### src/rtl/mms_pkg.sv
// mms_pkg: shared fetch-state type and word/PC constants for the memory management system
package mms_pkg;
   localparam int WORD_W = 16;
   localparam logic [WORD_W-1:0] DEF_RESET_PC = 16'h0000;
   localparam logic [WORD_W-1:0] DEF_PC_STEP = 16'd2;
   typedef enum logic [1:0] {IDLE, ISSUE, WAIT, HOLD} fetch_state_t;
endpackage

### src/rtl/fetch_wait_ctr.sv
// fetch_wait_ctr: loadable down-counter timing the memory read latency
module fetch_wait_ctr #(
   parameter int MEM_LAT = 1,
   parameter int W = $clog2(MEM_LAT + 1)
) (
   input  logic         clk,
   input  logic         reset,
   input  logic         load,
   input  logic         dec,
   input  logic [W-1:0] load_val,
   output logic         zero
);
   logic [W-1:0] cnt;
   always_ff @(posedge clk) begin
      if (reset) cnt <= '0;
      else if (load) cnt <= load_val;
      else if (dec && cnt != '0) cnt <= cnt - W'(1);
   end
   assign zero = cnt == '0;
endmodule

### src/rtl/instr_fetch_unit.sv
// instr_fetch_unit: PC owner that fetches one word at a time and hands it to decode over valid/ready
module instr_fetch_unit
   import mms_pkg::*;
#(
   parameter logic [WORD_W-1:0] RESET_PC = DEF_RESET_PC,
   parameter logic [WORD_W-1:0] PC_STEP = DEF_PC_STEP,
   parameter int MEM_LAT = 1
) (
   input  logic              clk,
   input  logic              reset,
   input  logic              start,
   input  logic              redirect,
   input  logic [WORD_W-1:0] redirect_pc,
   output logic [WORD_W-1:0] mem_a1,
   output logic              mem_r1,
   output logic              mem_w1,
   input  logic [WORD_W-1:0] mem_ir,
   output logic [WORD_W-1:0] ir,
   output logic [WORD_W-1:0] ir_pc,
   output logic              ir_valid,
   input  logic              ir_ready
);
   localparam int CW = $clog2(MEM_LAT + 1);
   fetch_state_t state, state_n;
   logic [WORD_W-1:0] pc, pc_n;
   logic cap, hs, ctr_zero;
   assign hs = ir_valid && ir_ready;
   assign mem_a1 = pc;
   assign mem_r1 = state == ISSUE;
   assign mem_w1 = 1'b0;
   fetch_wait_ctr #(.MEM_LAT(MEM_LAT), .W(CW)) u_ctr (
      .clk      (clk),
      .reset    (reset),
      .load     (state == ISSUE),
      .dec      (state == WAIT),
      .load_val (CW'(MEM_LAT - 1)),
      .zero     (ctr_zero)
   );
   always_comb begin
      state_n = state;
      pc_n = pc;
      cap = 1'b0;
      case (state)
         IDLE: state_n = start ? ISSUE : IDLE;
         ISSUE: state_n = WAIT;
         WAIT: begin
            cap = ctr_zero;
            state_n = ctr_zero ? HOLD : WAIT;
         end
         HOLD: begin
            state_n = hs ? ISSUE : HOLD;
            pc_n = hs ? pc + PC_STEP : pc;
         end
         default: state_n = IDLE;
      endcase
      // a redirect kills any in-flight or held word and refetches from the new target
      if (redirect) begin
         pc_n = redirect_pc;
         cap = 1'b0;
         state_n = (state == IDLE) ? IDLE : ISSUE;
      end
   end
   always_ff @(posedge clk) begin
      if (reset) begin
         state <= IDLE;
         pc <= RESET_PC;
         ir <= '0;
         ir_pc <= '0;
         ir_valid <= 1'b0;
      end else begin
         state <= state_n;
         pc <= pc_n;
         ir_valid <= cap || (ir_valid && !hs && !redirect);
         if (cap) begin
            ir <= mem_ir;
            ir_pc <= pc;
         end
      end
   end
endmodule

### config.mk
export PLATFORM = sky130hd
export DESIGN_NAME = instr_fetch_unit
export DESIGN_NICKNAME = d
export VERILOG_FILES = /design/src/rtl/mms_pkg.sv /design/src/rtl/fetch_wait_ctr.sv /design/src/rtl/instr_fetch_unit.sv
export SDC_FILE = /design/constraint.sdc
export NUM_CORES = 1
export LEC_CHECK = 0
export ABC_AREA = 1
export CELL_PAD_IN_SITES_DETAIL_PLACEMENT = 2
export CELL_PAD_IN_SITES_GLOBAL_PLACEMENT = 2
export CORE_ASPECT_RATIO = 2
export CORE_MARGIN = 2
export CORE_UTILIZATION = 23
export DETAILED_ROUTE_END_ITERATION = 7
export MAX_ROUTING_LAYER = met4
export PLACE_DENSITY = 0.82
export SLEW_MARGIN = 40
export SYNTH_ARGS = -nofsm -noshare
export SYNTH_HDL_FRONTEND = slang
export SYNTH_HIERARCHICAL = 1
export SYNTH_SLANG_ARGS = --single-unit
### constraint.sdc
create_clock -name clk -period 1.3 [get_ports clk]
set_input_delay 0.26 -clock clk [delete_from_list [all_inputs] [get_ports clk]]
set_output_delay 0.26 -clock clk [all_outputs]
set_load 0.01 [all_outputs]
## Word-level counts from Yosys, hierarchy flattened

Cells that the tools add are included.

| storage, ports and cells | value |
|---|---|
| memories kept | 0 |
| latch bits | 0 |
| input bits | 37 |
| output and inout port bits | 51 |
| register bits | 52 |
| logic and storage cells | 35 |
| memory bits (writable) | 0 |
| ROM bits | 0 |

| cells by class | value |
|---|---|
| div/mod/pow operators | 0 |
| $add $sub $neg | 2 |
| bitwise logic cells | 1 |
| reductions and logical operators | 12 |
| $mul | 0 |
| order comparisons | 0 |
| muxes and demuxes | 11 |
| shift-type cells | 0 |
| equality and inequality tests | 3 |

Operators with widths:

| operator | number |
|---|---|
| 16-bit 2-to-1 mux | 3 |
| 16-bit by 2-bit adder with 16-bit output (second input constant) | 1 |
| 2-bit case mux with 4 select lines | 1 |
| 1-bit 2-to-1 mux | 5 |
| 2-bit equality test (second input constant) | 2 |
| 1-bit logical AND | 4 |
| 2-bit 2-to-1 mux | 2 |
| 2-bit nonzero test | 2 |
| 2-bit by 1-bit equality test with 1-bit output (second input constant) | 1 |
| 1-bit zero test | 2 |
| 2-bit zero test | 1 |
| 2-bit AND reduction | 1 |
| 2-bit OR reduction | 1 |
| 1-bit logical OR | 1 |
| 1-bit inverter | 1 |
| 1-bit subtractor (second input constant) | 1 |

## Longest topological paths before layout

| depth | value |
|---|---|
| word-level depth | 5 |
| gate-level depth with buffers | 9 |
| depth with buffers taken out | 9 |

## Cells and area by module

The synthesis kept the hierarchy.

By module, submodules not included:

| module | cells an instance | sequential area each (µm²) | area an instance (µm²) | instances |
|---|---|---|---|---|
| instr_fetch_unit | 324 | 1,021.0 | 2,352.3 | 1 |
| fetch_wait_ctr | 9 | 20.0 | 51.3 | 1 |

## Worst setup path before layout

No wires, ideal clock.

| timing | value |
|---|---|
| path kind | register -> register |
| start | register pc[2], in the netlist mem_a1[2] |
| end | register pc[13], in the netlist mem_a1[13] |
| buffers on the path | 0 |
| required time | 1.181 ns |
| library setup time | 0.119 ns |
| arrival time | 1.186 ns |
| clock period less this slack | 1.305 ns |
| slack | -0.005 ns |
| stages on the path, launching flop included | 9 |
| cell sequence | dfxtp_1 ha_1 nand3_1 inv_1 nand3_1 nand2_1 nand2_1 o21ai_0 nand2_1 |

| on the way | value |
|---|---|
| cells in the longest elaborated chain, start to end | 4 |

Ends and longest elaborated chain:

| element | RTL line | RTL |
|---|---|---|
| from (decl) | instr_fetch_unit.sv:25 | `logic [WORD_W-1:0] pc, pc_n;` |
| from (signal assigned) | instr_fetch_unit.sv:72 | `pc <= pc_n;` |
| 16-bit by 2-bit adder with 16-bit output | instr_fetch_unit.sv:52 | `pc_n = hs ? pc + PC_STEP : pc;` |
| 16-bit 2-to-1 mux | instr_fetch_unit.sv:52 |  |
| 16-bit 2-to-1 mux | instr_fetch_unit.sv:43 | `case (state)` |
| 16-bit 2-to-1 mux | instr_fetch_unit.sv:57 | `if (redirect) begin` |

Every way passes these cells. The select of a mux whose other input is x is not followed.
A chain may end at the register's enable or synchronous reset.

## Worst setup path in the final report

| timing | value |
|---|---|
| start | register state[0] |
| end | register pc[3], in the netlist mem_a1[3] |

| on the way | value |
|---|---|
| cells in the longest elaborated chain, start to end | 3 |

Ends and longest elaborated chain:

| element | RTL line | RTL |
|---|---|---|
| from (decl) | instr_fetch_unit.sv:24 | `fetch_state_t state, state_n;` |
| from (signal assigned) | instr_fetch_unit.sv:71 | `state <= state_n;` |
| 2-bit equality test | instr_fetch_unit.sv:43 |  |
| 2-bit nonzero test (no source line) | -- |  |
| 2-bit AND reduction (no source line) | -- |  |

Every way passes these cells.

==> reports/qor.txt <==
TritonCTS clock tree: built
unrepaired setup endpoints after global routing: true
Critical Path RT: 1.50 ns
WL/cell: 22.6 um
reg2reg setup slack: -0.11 ns
total number of vias: 2989
Slowest-stage cell, CP: dfxtp_2
Reg2Reg Depth: 9
Layout Nets: 513
HP Start: ir_ready
cts hold-fix bufs: 0
post-synthesis async set-or-reset flop share: 0
hold depth: 4
VDD IR-drop max: 0.000547 V
status: complete, but fails checks
core area: 0.0101 mm^2
critical path fanouts, max: 7
sink of the worst hold path: ir_valid$_SDFF_PP0_
worst-skew pair later-pin latency: 0.29 ns
Buf+Inv Stages, Crit Path: 4
EDFF count, synth: 0
post-synthesis mux area share: 0
count of cell types in the netlist: 36
critical path endpoint category: register
reg2reg start: state[0]$_SDFF_PP0_
# DRC: 0
Yosys top cell by area: dfxtp_1
setup tns final: -1.37 ns
gr usage total: 0.210
DRT Wirelength: 13800 um
Main synth FF type: dfxtp_1
max cap viols: 0
Peak Freq: 0.711 GHz
# setup viols final: 32
Seq/Total Area, Yosys: 0.433
Slew Limit Fails: 0
Ys Warns: 6
clk sinks: 52
CP cell instances: buf_6, nand2_8, nor2_8, buf_12, inv_8, nand2_8, buf_6, nor2_1, a211oi_2
IO Pins: 88
fin crit period: 1.41 ns
DRT Pass-1 Iters: 4
Reg clk slew, reported paths: 0.07 ns
share of layout cells above drive strength 1: 0.309
Die W: 76.3 um
largest net degree at the start of global routing: 27
XOR/XNOR Fraction of Synth Area: 0.00364
Pleak: 0.00200 uW
violated checks: negative setup slack
Hold Fails Final Rpt: 0
Detailed Route Iter0 Violations: 146
Final WS setup: -0.106 ns
crit-path max cell delay: 0.36 ns
FP Rows: 52
Cell Area, Synth: 0.00240 mm^2
Die Ht: 149 um
compound-cell area share of the yosys netlist: 0.147
hpwl dp: 7950 um
top cells by area, synth: dfxtp_1 (43%), nor2_1 (13%), o21ai_0 (7.9%), nand2_1 (7.8%), nand3_1 (4.6%)
CTS max path bufs: 2
PD cells: 945 mW/mm^2
critical path class: register to register
GR Overflow Total: 0
final core occ: 0.433
die area: 0.0113 mm^2
cell count after synthesis: 333
clk root buf: clkbuf_16
Final ANT Viol Nets: 0
initial antenna violation count: 0
Port Buffers: 86
Antenna diodes: 0
Via density: 4.89
Adder-Cell Fraction of Synth Area: 0.00521
CP delay by family, top: buffers and inverters
Placer Congestion: 0.854
Critical Path AT: 1.61 ns
most common cell in the netlist: nor2_1
largest family of logic cells by synthesized area: simple AND/OR/NAND/NOR gates
average size of a mapped cell: 7.22 um^2
Synth top cells by count: nor2_1 (81), dfxtp_1 (52), nand2_1 (50), o21ai_0 (38), inv_1 (25)
startpoint class of the critical path: register
area share of the largest cell type after synthesis: 0.433
final setup skew: 0.0109 ns
period utilization: 1.08
FF+latch count, synth: 52
H-tree lvl count: 2
Initial Util: 0.237
CTS buffer count: 5
first-pass GRT wire length: 17900 um
reg2reg end: mem_a1[3]$_SDFFE_PP0P_
post-synthesis simple-gate area fraction: 0.322
Hold Crit Class: input port to register
area growth from synthesis to layout: 82.7%
DP Worst Slack: -0.340 ns
vias in the first global route: 3232
-- worst max-delay path by stage --
stage	from	end	cells after the start
floorplan	mem_a1[2]$_SDFFE_PP0P_	mem_a1[13]$_SDFFE_PP0P_	8
global placement	ir_ready	mem_a1[15]$_SDFFE_PP0P_	7
detailed placement	redirect	mem_a1[9]$_SDFFE_PP0P_	8
CTS	state[0]$_SDFF_PP0_	mem_a1[13]$_SDFFE_PP0P_	9
global route	state[0]$_SDFF_PP0_	mem_a1[7]$_SDFFE_PP0P_	10
finish	state[0]$_SDFF_PP0_	mem_a1[3]$_SDFFE_PP0P_	9
-- cell usage in the layout, fill, tap and decap left out, types with 2 or more instances in the layout --
cell / n
a31oi_1: 2
nand2_2: 5
a211oi_2: 5
nand4_1: 5
nand3_2: 4
nand2_1: 41
nand3_4: 4
nand2_4: 4
clkbuf_2: 2
nand2_8: 2
nor3_2: 2
dfxtp_4: 7
nor2_4: 9
a21oi_1: 9
dlygate4sd2_1: 48
nor2_8: 2
buf_6: 9
o21ai_2: 6
inv_4: 2
buf_4: 47
inv_1: 22
conb_1: 2
clkdlybuf4s50_1: 34
inv_2: 2
dfxtp_2: 7
buf_12: 6
o21ai_1: 23
o21ai_0: 12
dfxtp_1: 38
clkbuf_16: 8
nand3_1: 15
nor2_1: 70
nor3_1: 2
clkbuf_8: 2
nor2_2: 5
-- tightest hold or removal path: cells and delay by family --
family,cells,cell delay (ns)
AOI/OAI and AO/OA,1,0.08
buffers and inverters,1,0.25
and+or+nand+nor,2,0.13
-- layout make-up --
| cell class | instances | area [um^2] |
|---|---|---|
| flip-flops and latches | 52 | 1080 |
| inverters | 28 | 130 |
| fillers | 1168 | 5760 |
| clock buffers | 7 | 153 |
| multi-input cells | 238 | 1400 |
| clock inverters | 1 | 30.0 |
| repair buffers | 150 | 1430 |
| well taps | 135 | 169 |
-- metrics by stage --
step,hold WS (ns),instances,cell area (um^2),power [uW]
global route,0.495,611,4390,4280
global placement,0.462,588,3750,2420
floorplan,0.395,334,2410,2010
CTS,0.393,603,4100,4060
detailed placement,0.477,588,3750,2450
finish,0.477,611,4390,4150
-- where the power goes --
| part | total, uW | internal (uW) | switching [uW] |
|---|---|---|---|
| logic | 783 | 378 | 406 |
| registers | 1730 | 1660 | 73.9 |
| clock network | 1630 | 1020 | 617 |
-- repair_timing --
action,4_1_cts,5_1_grt
cloned,0,4
resized for setup,118,69
buffers inserted,8,4
pin swaps,11,23
endpoints found under the setup margin,67,50
-- flip-flops by register name (all words and copies together), names as in the netlist --
register and flops:
state 2, ir 16, ir_valid 1, u_ctr/cnt 1, ir_pc 16, mem_a1 16
-- per-layer routing --
metal	track usage	up-vias	wire, um
li1	-	1363	-
met2	0.424	104	8180
met5	-	-	0
met1	0.198	1493	4760
met4	0.0836	0	467
met3	0.0218	29	410
-- logic make-up after synthesis --
| kind of cell | count (synthesis) |
|---|---|
| simple gates | 171 |
| compound gates | 63 |
| flops | 52 |
| buf+inv | 44 |
| xor+xnor | 1 |
| fa+ha+maj | 1 |
| other cells | 1 |
Note: power is estimated with default switching activity, not from simulation.
